`config.mk`:
```
export PLATFORM = sky130hd
export DESIGN_NAME = decode_ctrl_seq
export DESIGN_NICKNAME = d
export VERILOG_FILES = /design/src/rtl/decode_pkg.sv /design/src/rtl/decode_ctrl_seq_mask_prienc.sv /design/src/rtl/decode_ctrl_seq.sv
export SDC_FILE = /design/constraint.sdc
export NUM_CORES = 1
export LEC_CHECK = 0
export BUFFER_PORTS_ARGS = -buffer_cell sky130_fd_sc_hd__buf_2
export CELL_PAD_IN_SITES_DETAIL_PLACEMENT = 0
export CELL_PAD_IN_SITES_GLOBAL_PLACEMENT = 1
export CORE_UTILIZATION = 35
export CTS_BUF_LIST = sky130_fd_sc_hd__clkbuf_8
export CTS_CLUSTER_SIZE = 20
export DETAILED_ROUTE_END_ITERATION = 8
export GPL_TIMING_DRIVEN = 0
export PLACE_DENSITY = 0.75
export SLEW_MARGIN = 0
export SYNTH_ARGS = -nofsm -noshare
export SYNTH_HDL_FRONTEND = slang
export SYNTH_SLANG_ARGS = --single-unit
```
`constraint.sdc`:
```
create_clock -name clk -period 2.7 [get_ports clk]
set_input_delay 0 -clock clk [delete_from_list [all_inputs] [get_ports clk]]
set_output_delay 0 -clock clk [all_outputs]
set_load 0.02 [all_outputs]
```
`src/rtl/decode_pkg.sv`:
```
// Decode stage package: opcodes, control-word table, sequencer states.
// Shared by the registered decoder and its LM/SM mask sequencer.
package decode_pkg;

  localparam logic [3:0] OP_ADD  = 4'b0000;
  localparam logic [3:0] OP_ADI  = 4'b0001;
  localparam logic [3:0] OP_NAND = 4'b0010;
  localparam logic [3:0] OP_LHI  = 4'b0011;
  localparam logic [3:0] OP_LW   = 4'b0100;
  localparam logic [3:0] OP_SW   = 4'b0101;
  localparam logic [3:0] OP_LM   = 4'b0110;
  localparam logic [3:0] OP_SM   = 4'b0111;
  localparam logic [3:0] OP_JAL  = 4'b1000;
  localparam logic [3:0] OP_JLR  = 4'b1001;
  localparam logic [3:0] OP_BEQ  = 4'b1100;

  localparam logic [8:0] EX_ADD  = 9'b001110010;
  localparam logic [8:0] EX_ADI  = 9'b011110000;
  localparam logic [8:0] EX_NAND = 9'b001010110;
  localparam logic [8:0] EX_IMM  = 9'b100000000;
  localparam logic [8:0] EX_MULT = 9'b110000000;
  localparam logic [8:0] EX_BEQ  = 9'b001001010;

  typedef struct packed {
    logic [8:0] ex;
    logic [2:0] m;
    logic [2:0] wb;
  } ctrl_t;

  typedef enum logic {
    S_IDLE = 1'b0,
    S_SEQ  = 1'b1
  } state_e;

  function automatic ctrl_t decode_op(input logic [3:0] op);
    ctrl_t c;
    c = '0;
    unique case (op)
      OP_ADD:  c = '{EX_ADD,  3'b000, 3'b101};
      OP_ADI:  c = '{EX_ADI,  3'b000, 3'b101};
      OP_NAND: c = '{EX_NAND, 3'b000, 3'b101};
      OP_LHI:  c = '{EX_IMM,  3'b000, 3'b111};
      OP_LW:   c = '{EX_IMM,  3'b010, 3'b001};
      OP_SW:   c = '{9'b0,    3'b001, 3'b000};
      OP_LM:   c = '{EX_MULT, 3'b110, 3'b001};
      OP_SM:   c = '{EX_MULT, 3'b001, 3'b000};
      OP_JAL:  c = '{EX_IMM,  3'b000, 3'b011};
      OP_JLR:  c = '{EX_IMM,  3'b000, 3'b011};
      OP_BEQ:  c = '{EX_BEQ,  3'b000, 3'b000};
      default: c = '0;
    endcase
    return c;
  endfunction

endpackage

```
`src/rtl/decode_ctrl_seq_mask_prienc.sv`:
```
// Lowest-set-bit finder for the LM/SM register mask.
// Also returns the mask with that bit cleared and a last-bit flag.
module mask_prienc #(
  parameter int NREG  = 8,
  parameter int REG_W = $clog2(NREG)
) (
  input  logic [NREG-1:0]  mask,
  output logic [REG_W-1:0] idx,
  output logic             found,
  output logic [NREG-1:0]  rest,
  output logic             one
);

  always_comb begin
    idx   = '0;
    found = 1'b0;
    for (int i = NREG - 1; i >= 0; i--) begin
      if (mask[i]) begin
        idx   = REG_W'(i);
        found = 1'b1;
      end
    end
  end

  assign rest = mask & (mask - NREG'(1));
  assign one  = found & ~|rest;

endmodule

```
`src/rtl/decode_ctrl_seq.sv`:
```
// Registered decode stage with valid/ready output, flush,
// and LM/SM expansion into one micro-op per mask bit.
module decode_ctrl_seq #(
  parameter int INST_W = 16,
  parameter int NREG   = 8,
  parameter int REG_W  = 3,
  parameter int EX_W   = 9,
  parameter int M_W    = 3,
  parameter int WB_W   = 3
) (
  input  logic              clk,
  input  logic              rst_n,
  input  logic              flush,
  input  logic              in_valid,
  output logic              in_ready,
  input  logic [INST_W-1:0] in_inst,
  output logic              out_valid,
  input  logic              out_ready,
  output logic [INST_W-1:0] out_inst,
  output logic [EX_W-1:0]   out_ex,
  output logic [M_W-1:0]    out_m,
  output logic [WB_W-1:0]   out_wb,
  output logic [REG_W-1:0]  out_reg,
  output logic              out_first,
  output logic              out_last,
  output logic              busy
);
  import decode_pkg::*;

  state_e           state;
  logic [NREG-1:0]  pend;
  logic [NREG-1:0]  pe_mask;
  logic [NREG-1:0]  pe_rest;
  logic [REG_W-1:0] pe_idx;
  logic             pe_found;
  logic             pe_one;
  logic [3:0]       op;
  logic             is_lmsm;
  logic             zero_ctl;
  logic             accept;
  ctrl_t            ctl;

  assign op      = in_inst[INST_W-1 -: 4];
  assign is_lmsm = (op == OP_LM) | (op == OP_SM);
  assign pe_mask = (state == S_SEQ) ? pend : in_inst[NREG-1:0];

  mask_prienc #(
    .NREG  (NREG),
    .REG_W (REG_W)
  ) u_prienc (
    .mask  (pe_mask),
    .idx   (pe_idx),
    .found (pe_found),
    .rest  (pe_rest),
    .one   (pe_one)
  );

  assign in_ready = rst_n & ~flush & (state == S_IDLE)
                  & (~out_valid | out_ready);
  assign accept   = in_valid & in_ready;
  assign busy     = (state == S_SEQ);

  // empty LM/SM mask degenerates to a no-op bundle
  assign zero_ctl = (in_inst == '0) | (is_lmsm & ~pe_found);
  assign ctl      = zero_ctl ? '0 : decode_op(op);

  always_ff @(posedge clk) begin
    if (!rst_n || flush) begin
      state     <= S_IDLE;
      pend      <= '0;
      out_valid <= 1'b0;
      out_inst  <= '0;
      out_ex    <= '0;
      out_m     <= '0;
      out_wb    <= '0;
      out_reg   <= '0;
      out_first <= 1'b0;
      out_last  <= 1'b0;
    end else if (state == S_IDLE) begin
      if (accept) begin
        out_valid <= 1'b1;
        out_inst  <= in_inst;
        out_ex    <= EX_W'(ctl.ex);
        out_m     <= M_W'(ctl.m);
        out_wb    <= WB_W'(ctl.wb);
        out_first <= 1'b1;
        if (is_lmsm && pe_found) begin
          out_reg  <= pe_idx;
          out_last <= pe_one;
          pend     <= pe_rest;
          if (!pe_one) state <= S_SEQ;
        end else begin
          out_reg  <= '0;
          out_last <= 1'b1;
        end
      end else if (out_ready) begin
        out_valid <= 1'b0;
      end
    end else if (out_valid && out_ready) begin
      out_reg   <= pe_idx;
      out_first <= 1'b0;
      out_last  <= pe_one;
      pend      <= pe_rest;
      if (pe_one) state <= S_IDLE;
    end
  end

endmodule
```
==> results of run 1 <==
==> timing repair <==
item                                    CTS  global route
endpoints found under the setup margin    0             6
hold endpoints to repair                  5             0
hold buffers                              5             0
buffers inserted                          0             3
==> metal layers <==
layer  vias up  wire length (um)  part of all wire
met5         -                 0                 0
met4         0                41            0.0060
met3         4               316             0.046
met2        71              3000              0.44
met1      1083              3500              0.51
li1       1160                 -                 -
==> cell families after synthesis <==
family                 after synthesis  synth area share
AO/OA/AOI/OAI                       85             0.257
other                                1           0.00170
AND/OR/NAND/NOR                    118             0.261
multiplexers                         6            0.0272
XOR/XNOR                             2           0.00793
flip-flops                          44             0.399
buffers and inverters               26            0.0465
==> tightest hold or removal path, stage by stage <==
cell and delay, ns:
buf_2 0.14, nand2_1 0.06, a21oi_1 0.05
==> worst max path at each step <==
stage               from  slack (ns)  cells after the start        end
floorplan           busy        0.45                      5       busy
global placement    busy        0.10                      6  out_ex[7]
detailed placement  busy        0.10                      5  out_ex[7]
CTS                 busy        0.11                      6  out_ex[7]
global route        busy        0.12                      7    pend[7]
finish              busy        0.26                      7    pend[7]
==> final cells by class <==
cell class / count / share of cell area
Clock inverter: 2 / 0.00458
Inverter: 6 / 0.00825
Buffer: 20 / 0.0293
Multi-Input combinational cell: 212 / 0.448
Tap cell: 75 / 0.0344
Timing Repair Buffer: 63 / 0.127
Clock buffer: 5 / 0.0252
Sequential cell: 44 / 0.322
==> cells in the mapped netlist, drive strengths merged (2+ instances only) <==
master / number / area, um^2
a211oi: 2 / 15.0
a21oi: 36 / 180
a22o: 4 / 35.0
a22oi: 4 / 30.0
a31oi: 2 / 12.5
a32o: 5 / 50.1
a32oi: 3 / 26.3
and2: 3 / 18.8
and3: 2 / 12.5
and4: 2 / 17.5
buf: 3 / 16.3
clkbuf: 17 / 63.8
dfxtp: 44 / 881
inv: 5 / 18.8
mux2i: 6 / 60.1
nand2: 54 / 203
nand2b: 5 / 31.3
nand3: 7 / 35.0
nand4: 4 / 25.0
nand4b: 3 / 26.3
nor2: 18 / 67.6
nor2b: 4 / 25.0
nor3: 3 / 15.0
nor4: 2 / 12.5
o2111ai: 2 / 17.5
o211ai: 6 / 45.0
o21a: 2 / 15.0
o21ai: 6 / 30.0
o21bai: 2 / 15.0
o22ai: 2 / 12.5
o2bb2ai: 2 / 17.5
or3: 5 / 36.3
or3b: 3 / 26.3
xor2: 2 / 17.5
==> report_power, final <==
| part | internal, mW | leakage [nW] | switching (mW) |
|---|---|---|---|
| Sequential | 0.655 | 0.355 | 0.00367 |
| Clock | 0.176 | 0.0400 | 0.237 |
| Combinational | 0.0551 | 0.698 | 0.103 |
==> reports/results.ini, run 1 <==
[clock_tree]
cts_tree = yes
cts_buffer_depth = 2
cts_root_buffer = clkbuf_8
path_clk_slew_ns = 0.09
cts_buffers = 5
clock_sinks = 44
cts_max_level = 2
clk_latency_ns = 0.30
cts_resized = 0

[timing]
post-route-min-period_ns = 2.44
hold_ws_ns = 0.0165
drv_slew = 0
slew_headroom = 0.418
hold_viol = 0
rsz0062_at_grt = false
setup_ws_ns = 0.259
skew_ns = 0.00954
worstMarginPinSlew_ns = 0.869
setup_tns_ns = 0
setup-violations-final = 0
finalCritPeriodShare = 0.904
fmax_mhz = 410

[place]
dp_hpwl_mm = 4.88
port_buffers = 55
pre_cts_slack_ns = 0.104
dp.cells = 412
placed_area_mm2 = 0.00258
place.gp.congestion = 0.853

[final_layout]
finalNetCount = 373
fill_cells = 642
largest_reg_flops = 16
seq_area_um2 = 881
multiInputGateArea_mm2 = 0.00122
layout_commonest_cell = buf_2
largest_register = out_inst
fin_util = 0.456
diodes = 0
instances_no_fill = 427
area_delta_synth_final_pct = 23.7
reg_top3 = out_inst x16, out_ex x8, pend x7
design_area_mm2 = 0.00273
final_cell_mix = 56 x buf_2, 54 x nand2_1, 44 x dfxtp_1
layout-drive-gt1-share = 0.196

[pwr]
powerDensity_mw_per_mm2 = 450
total_power_mw = 1.23
ir_worst_vdd_v = 0.000228
p_leak_nw = 1.09

[global_routing]
grtUsageMet2 = 0.308
grt_pass1_vias = 2019
grt_pass1_wl_mm = 10.8
grt_max_degree = 14
busiest_layer = met1
track_usage = 0.217
gr-total-overflow = 0
met1_usage = 0.328
grt_antenna_before_repair = 0
gr-usage-met3 = 0.0411

[worst_hold_path]
holdPathStages = 3
hold_path.class = in2reg
hold_path_startpoint = in_inst[3]
min_to = out_inst[3]

[worst_setup_path]
crit_path_max_fanout = 10
cp-start-kind = flip-flop
max_stage_delay_ns = 0.43
worst_path_dominant_cell_family = compound AO/OA/AOI/OAI gates
crit_buf_inv = 2
timing.rr.end = pend[7]
regToRegStartpoint = busy
cp_slowest_cell = clkbuf_1
reg2regPathDepth = 7
end_kind = flip-flop
critPathArrivalTime_ns = 2.64
crit_chain = buf_2 > or3_1 > a22o_1 > o211ai_1 > clkbuf_1 > nor2_1 > a32o_1
criticalPathCategory = reg2reg
r2r_slack_ns = 0.26
cp_data_required_time_ns = 2.90

[logic_synthesis]
avgSynthCellArea_um2 = 7.83
synthArstFlopShare = 0
yosys_register_bits = 44
ys.flop_type = dfxtp_1
synth.yosys.seq_area_share = 0.399
ys_types = 49
syn-cell-area_mm2 = 0.00221
synth_fp_nets = 303
synth_enable_flop_cells = 0
synth_cells = 282
synth_warnings = 0

[route]
vias = 2318
drtPass1Iterations = 4
wl_mm = 6.86
wl_per_cell_um = 16.1
drc = 0
vias_per_cell = 5.43
final_antenna_net_count = 0
first_iter_violations = 205

[job]
maxCapViolCount = 0

[floorplanning]
die_w_um = 81.4
rows = 28
die_h_um = 81.4
core_area_mm2 = 0.00599
die_area_mm2 = 0.00663
pin_count = 60
start_util = 0.369

[run_status]
outcome = completed

Note: power is estimated with default switching activity, not from simulation.
==> inputs of run 2 (changes only) <==
Settings changed: HOLD_SLACK_MARGIN set to 0.06.
Clock period 2.7 ns to 2.4 ns, I/O delays scaled along.
==> reports/results.ini, run 2 (synthesis gave the netlist of run 1 again) <==
[run_status]
outcome = completed  ; unchanged

[pwr]
total_power_mw = 1.40  ; was 1.23 mW
ir_worst_vdd_v = 0.000259  ; was 0.000228 V
powerDensity_mw_per_mm2 = 496  ; was 450 mW/mm^2
p_leak_nw = 1.12  ; was 1.09 nW

[floorplanning]
die_area_mm2 = 0.00663  ; unchanged
start_util = 0.369  ; unchanged
rows = 28  ; unchanged
core_area_mm2 = 0.00599  ; unchanged
die_w_um = 81.4  ; unchanged
die_h_um = 81.4  ; unchanged
pin_count = 60  ; unchanged

[worst_setup_path]
crit_path_max_fanout = 10  ; unchanged
end_kind = flip-flop  ; unchanged
crit_buf_inv = 2  ; unchanged
cp_slowest_cell = dfxtp_1  ; was clkbuf_1
cp-start-kind = flip-flop  ; unchanged
criticalPathCategory = reg2reg  ; unchanged
critPathArrivalTime_ns = 2.45  ; was 2.64 ns
cp_data_required_time_ns = 2.60  ; was 2.90 ns
worst_path_dominant_cell_family = compound AO/OA/AOI/OAI gates  ; unchanged
max_stage_delay_ns = 0.40  ; was 0.43 ns
crit_chain = buf_2 > or3_1 > a22o_1 > o211ai_1 > clkbuf_2 > nor2_1 > a32o_1  ; was buf_2 > or3_1 > a22o_1 > o211ai_1 > clkbuf_1 > nor2_1 > a32o_1

[final_layout]
area_delta_synth_final_pct = 27.3  ; was 23.7%
design_area_mm2 = 0.00281  ; was 0.00273 mm^2
layout_commonest_cell = buf_2  ; unchanged
fill_cells = 632  ; was 642
instances_no_fill = 433  ; was 427
final_cell_mix = 56 x buf_2, 53 x nand2_1, 44 x dfxtp_1  ; was 56 x buf_2, 54 x nand2_1, 44 x dfxtp_1
layout-drive-gt1-share = 0.204  ; was 0.196
diodes = 0  ; unchanged
finalNetCount = 379  ; was 373
reg_top3 = out_inst x16, out_ex x8, pend x7  ; unchanged
largest_reg_flops = 16  ; unchanged
largest_register = out_inst  ; unchanged

[timing]
setup-violations-final = 0  ; unchanged
skew_ns = 0.00927  ; was 0.00954 ns
slew_headroom = 0.618  ; was 0.418
worstMarginPinSlew_ns = 0.574  ; was 0.869 ns
rsz0062_at_grt = false  ; unchanged
fmax_mhz = 444  ; was 410 MHz
hold_ws_ns = 0.0981  ; was 0.0165 ns
post-route-min-period_ns = 2.25  ; was 2.44 ns
finalCritPeriodShare = 0.938  ; was 0.904
hold_viol = 0  ; unchanged
drv_slew = 0  ; unchanged

[route]
first_iter_violations = 165  ; was 205
final_antenna_net_count = 0  ; unchanged
wl_per_cell_um = 15.9  ; was 16.1 um
vias_per_cell = 5.46  ; was 5.43
drtPass1Iterations = 4  ; unchanged
vias = 2363  ; was 2318
drc = 0  ; unchanged
wl_mm = 6.90  ; was 6.86 mm

[global_routing]
gr-total-overflow = 0  ; unchanged
grt_pass1_vias = 2069  ; was 2019
grt_antenna_before_repair = 0  ; unchanged
grt_max_degree = 14  ; unchanged
grt_pass1_wl_mm = 10.9  ; was 10.8 mm
track_usage = 0.219  ; was 0.217

[clock_tree]
clock_sinks = 44  ; unchanged
cts_tree = yes  ; unchanged
cts_buffers = 5  ; unchanged
cts_root_buffer = clkbuf_8  ; unchanged
cts_max_level = 2  ; unchanged
cts_buffer_depth = 2  ; unchanged
clk_latency_ns = 0.30  ; about the same
path_clk_slew_ns = 0.09  ; about the same

[worst_hold_path]
hold_path.class = in2reg  ; unchanged

[place]
dp.cells = 412  ; unchanged
dp_hpwl_mm = 4.88  ; unchanged
placed_area_mm2 = 0.00258  ; unchanged
place.gp.congestion = 0.853  ; unchanged
port_buffers = 55  ; unchanged

[job]
maxCapViolCount = 0  ; unchanged

run 2: cell types whose count changed in the layout (fill, tap and decap cells not counted), sizes merged:
cell / delta
dlygate4sd3: +7
buf: -1
run 2: routing by layer:
metal	track usage	up-vias	routed length, um
li1	-	1172	-
met1	0.329	1103	3390
met2	0.315	83	3000
met3	0.0411	5	458
met4	0.0571	0	47
met5	0	-	0
run 2: power by group:
part	leakage [nW]	switching, mW	internal [mW]
clock network	0.0400	0.270	0.198
logic	0.727	0.117	0.0701
registers	0.355	0.00413	0.736
run 2: layout make-up:
cell class	count	area, um^2	share of cell area
multi-input cells	212	1240	0.441
flip-flops and latches	44	881	0.313
repair buffers	69	410	0.146
well taps	75	93.8	0.0334
plain buffers	20	81.3	0.0289
clock buffers	5	68.8	0.0245
inverters	6	22.5	0.00801
clock inverters	2	12.5	0.00445
run 2: per-stage QoR:
step | util | setup WS (ns) | TNS [ns]
after floorplan | - | 0.155 | 0
after global placement | 0.430 | -0.200 | -0.928
after detailed placement | 0.430 | -0.196 | -0.993
after CTS | 0.467 | 0.0378 | 0
after global routing | 0.469 | 0.0217 | 0
final | 0.469 | 0.149 | 0
run 2: worst reg2reg max path, stage by stage (launching register included):
cell	delay [ns]
dfxtp_1	0.40
buf_2	0.23
or3_1	0.37
a22o_1	0.26
o211ai_1	0.19
clkbuf_2	0.29
nor2_1	0.14
a32o_1	0.28
run 2: final timing paths:
path | cells after the start | endpoint | from | slack [ns]
max | 7 | pend[7] | busy | 0.15
min | 4 | out_ex[4] | in_inst[12] | 0.1
max reg2reg | 7 | pend[7] | busy | 0.15
min reg2reg | 2 | out_inst[0] | out_inst[0] | 0.45
run 2: what timing repair did:
action                                  4_1_cts  5_1_grt
endpoints found under the setup margin        7       12
endpoints found under the hold margin        12        0
buffers inserted                              2        0
pin swaps                                     1        0
hold buffers                                 12        0
gates cloned                                  0        0
resized for setup                             1        4
==> inputs of run 3 (changes only) <==
Settings changed: ABC_AREA set to 1, PLACE_DENSITY 0.75 to 0.77.
==> reports/results.ini, run 3 <==
[final_layout]
reg_top3 = out_inst x16, out_ex x8, pend x7  ; unchanged
finalNetCount = 433  ; was 379
final_cell_mix = 92 x nand2_1, 63 x buf_2, 44 x dfxtp_1  ; was 56 x buf_2, 53 x nand2_1, 44 x dfxtp_1
largest_register = out_inst  ; unchanged
largest_reg_flops = 16  ; unchanged
layout_commonest_cell = nand2_1  ; was buf_2
diodes = 0  ; unchanged
instances_no_fill = 487  ; was 433
layout-drive-gt1-share = 0.231  ; was 0.204
area_delta_synth_final_pct = 28.9  ; was 27.3%

[logic_synthesis]
synth_cells = 330  ; was 282
synth_area_leader_cell = dfxtp_1  ; unchanged
yosys_register_bits = 44  ; unchanged
ys_types = 28  ; was 49
synth_fp_nets = 351  ; was 303
synth.most_common_cell = nand2_1  ; unchanged
syn-cell-area_mm2 = 0.00220  ; was 0.00221 mm^2
ys_top_cells_by_area = dfxtp_1 40%, nand2_1 16%, a21oi_1 8.9%  ; was dfxtp_1 40%, nand2_1 9.2%, a21oi_1 8.2%
ys.flop_type = dfxtp_1  ; unchanged
synthArstFlopShare = 0  ; unchanged
avgSynthCellArea_um2 = 6.66  ; was 7.83 um^2
synth.yosys.seq_area_share = 0.401  ; was 0.399
synth_enable_flop_cells = 0  ; unchanged
synth_warnings = 0  ; unchanged
synth_common_cells = 92 x nand2_1, 44 x dfxtp_1, 40 x inv_1  ; was 54 x nand2_1, 44 x dfxtp_1, 36 x a21oi_1
netlist.area_leader.share = 0.401  ; was 0.399

[timing]
hold_viol = 0  ; unchanged
drv_slew = 0  ; unchanged
setup_tns_ns = 0  ; unchanged
fmax_mhz = 580  ; was 444 MHz
rsz0062_at_grt = false  ; unchanged
skew_ns = 0.00413  ; was 0.00927 ns
post-route-min-period_ns = 1.72  ; was 2.25 ns
finalCritPeriodShare = 0.718  ; was 0.938
setup-violations-final = 0  ; unchanged

[pwr]
ir_worst_vdd_v = 0.000235  ; was 0.000259 V
clkPwrFrac = 0.320  ; was 0.335
powerDensity_mw_per_mm2 = 492  ; was 496 mW/mm^2
p_comb_frac = 0.145  ; was 0.134
p_sw_frac = 0.274  ; was 0.280
power.internal_mw = 1.01  ; was 1.00 mW
p_leak_nw = 1.45  ; was 1.12 nW
switching_power_mw = 0.382  ; was 0.391 mW
seqPwrFrac = 0.535  ; was 0.531

[worst_setup_path]
crit_cells = 13  ; was 7
cp_slowest_cell = dfxtp_1  ; unchanged
crit_path_max_fanout = 10  ; unchanged
max_stage_delay_ns = 0.33  ; was 0.40 ns
crit_buf_inv = 4  ; was 2
worst_path_dominant_cell_family = simple AND/OR/NAND/NOR gates  ; was compound AO/OA/AOI/OAI gates
crit_chain = buf_6 > inv_4 > buf_6 > nand2_1 > nand2_1 > nand2_1 > nor2_4 > nand2_2 > nand3_4 > nand2_4 > buf_6 > o21ai_1 > nor2_1  ; was buf_2 > or3_1 > a22o_1 > o211ai_1 > clkbuf_2 > nor2_1 > a32o_1
cp-start-kind = flip-flop  ; unchanged
end_kind = flip-flop  ; unchanged
critPathArrivalTime_ns = 1.91  ; was 2.45 ns
reg2regPathDepth = 13  ; was 7
cp_data_required_time_ns = 2.59  ; was 2.60 ns
criticalPathCategory = reg2reg  ; unchanged

[clock_tree]
cts_resized = 0  ; was 1
path_clk_slew_ns = 0.08  ; was 0.09 ns
cts_max_level = 2  ; unchanged
cts_buffer_depth = 2  ; unchanged
clock_sinks = 44  ; unchanged
cts_setup_buffers = 0  ; was 2
clk_latency_ns = 0.29  ; was 0.30 ns
cts_hold_buf = 17  ; was 12
cts_buffers = 5  ; unchanged
cts_root_buffer = clkbuf_8  ; unchanged
cts_tree = yes  ; unchanged

[floorplanning]
die_area_mm2 = 0.00660  ; was 0.00663 mm^2
die_h_um = 81.3  ; was 81.4 um
start_util = 0.367  ; was 0.369
pin_count = 60  ; unchanged
rows = 28  ; unchanged
core_area_mm2 = 0.00599  ; unchanged
die_w_um = 81.3  ; was 81.4 um

[global_routing]
grt_antenna_before_repair = 0  ; unchanged
gr-total-overflow = 0  ; unchanged
grt_pass1_vias = 2120  ; was 2069
grt_max_degree = 14  ; unchanged
grt_pass1_wl_mm = 9.71  ; was 10.9 mm
track_usage = 0.195  ; was 0.219

[route]
final_antenna_net_count = 0  ; unchanged
drtPass1Iterations = 4  ; unchanged
wl_mm = 6.18  ; was 6.90 mm
drc = 0  ; unchanged
wl_per_cell_um = 12.7  ; was 15.9 um
vias_per_cell = 4.72  ; was 5.46
first_iter_violations = 83  ; was 165
vias = 2300  ; was 2363

[place]
place.gp.congestion = 0.892  ; was 0.853
port_buffers = 58  ; was 55
dp_hpwl_mm = 4.61  ; was 4.88 mm
dp.cells = 463  ; was 412

[worst_hold_path]
holdPathStages = 4  ; unchanged
hold_path.class = in2reg  ; unchanged

[run_status]
outcome = completed  ; unchanged

[job]
maxCapViolCount = 0  ; unchanged

## run 3: layout make-up
cell class	instances	area, um^2
Timing Repair Buffer	75	460
Inverter	44	168
Fill cell	674	3160
Sequential cell	44	881
Multi-Input combinational cell	228	1060
Buffer	14	92.6
Clock inverter	2	12.5
Tap cell	75	93.8
Clock buffer	5	68.8
## run 3: kinds of logic after synthesis
group	synth area share
flops	0.401
buf+inv	0.118
compound gates	0.164
other cells	0.00171
simple gates	0.315
## run 3: routing by layer
layer	GRT usage	vias up	routed length, um
met5	0	-	0
met4	0.0571	0	56
met3	0.0371	6	225
met2	0.341	50	2960
met1	0.239	1050	2940
li1	-	1194	-
## run 3: stage by stage
| stage | hold slack, ns | instance area, um^2 | power, mW | setup slack [ns] | utilization |
|---|---|---|---|---|---|
| after CTS | 0.111 | 2830 | 1.41 | 0.664 | 0.473 |
| final | 0.117 | 2830 | 1.39 | 0.677 | 0.473 |
| after global routing | 0.132 | 2830 | 1.46 | 0.491 | 0.473 |
| after floorplan | 0.135 | 2200 | 0.880 | 0.768 | - |
| after global placement | 0.262 | 2580 | 0.944 | 0.680 | 0.431 |
| after detailed placement | 0.271 | 2580 | 0.943 | 0.675 | 0.431 |
## run 3: worst min-delay path, delay by kind of cell
family	cells	cell delay, ns
and+or+nand+nor	1	0.20
buffers and inverters	2	0.10
AOI/OAI and AO/OA	1	0.06
## run 3: power groups by stage
stage / Sequential (mW) / Combinational, mW / Clock [mW]
final: 0.746 / 0.202 / 0.446
after detailed placement: 0.763 / 0.180 / 0
after floorplan: 0.775 / 0.105 / 0
after global routing: 0.747 / 0.224 / 0.493
after CTS: 0.746 / 0.202 / 0.464
after global placement: 0.763 / 0.182 / 0
## run 3: path summary, 6_finish.rpt
| kind | start | end | slack, ns |
|---|---|---|---|
| worst min-delay path | flush | out_reg[2] | 0.12 |
| worst max-delay path | busy | pend[2] | 0.68 |
| worst max register to register | busy | pend[2] | 0.68 |
| worst min register to register | out_inst[13] | out_inst[13] | 0.46 |
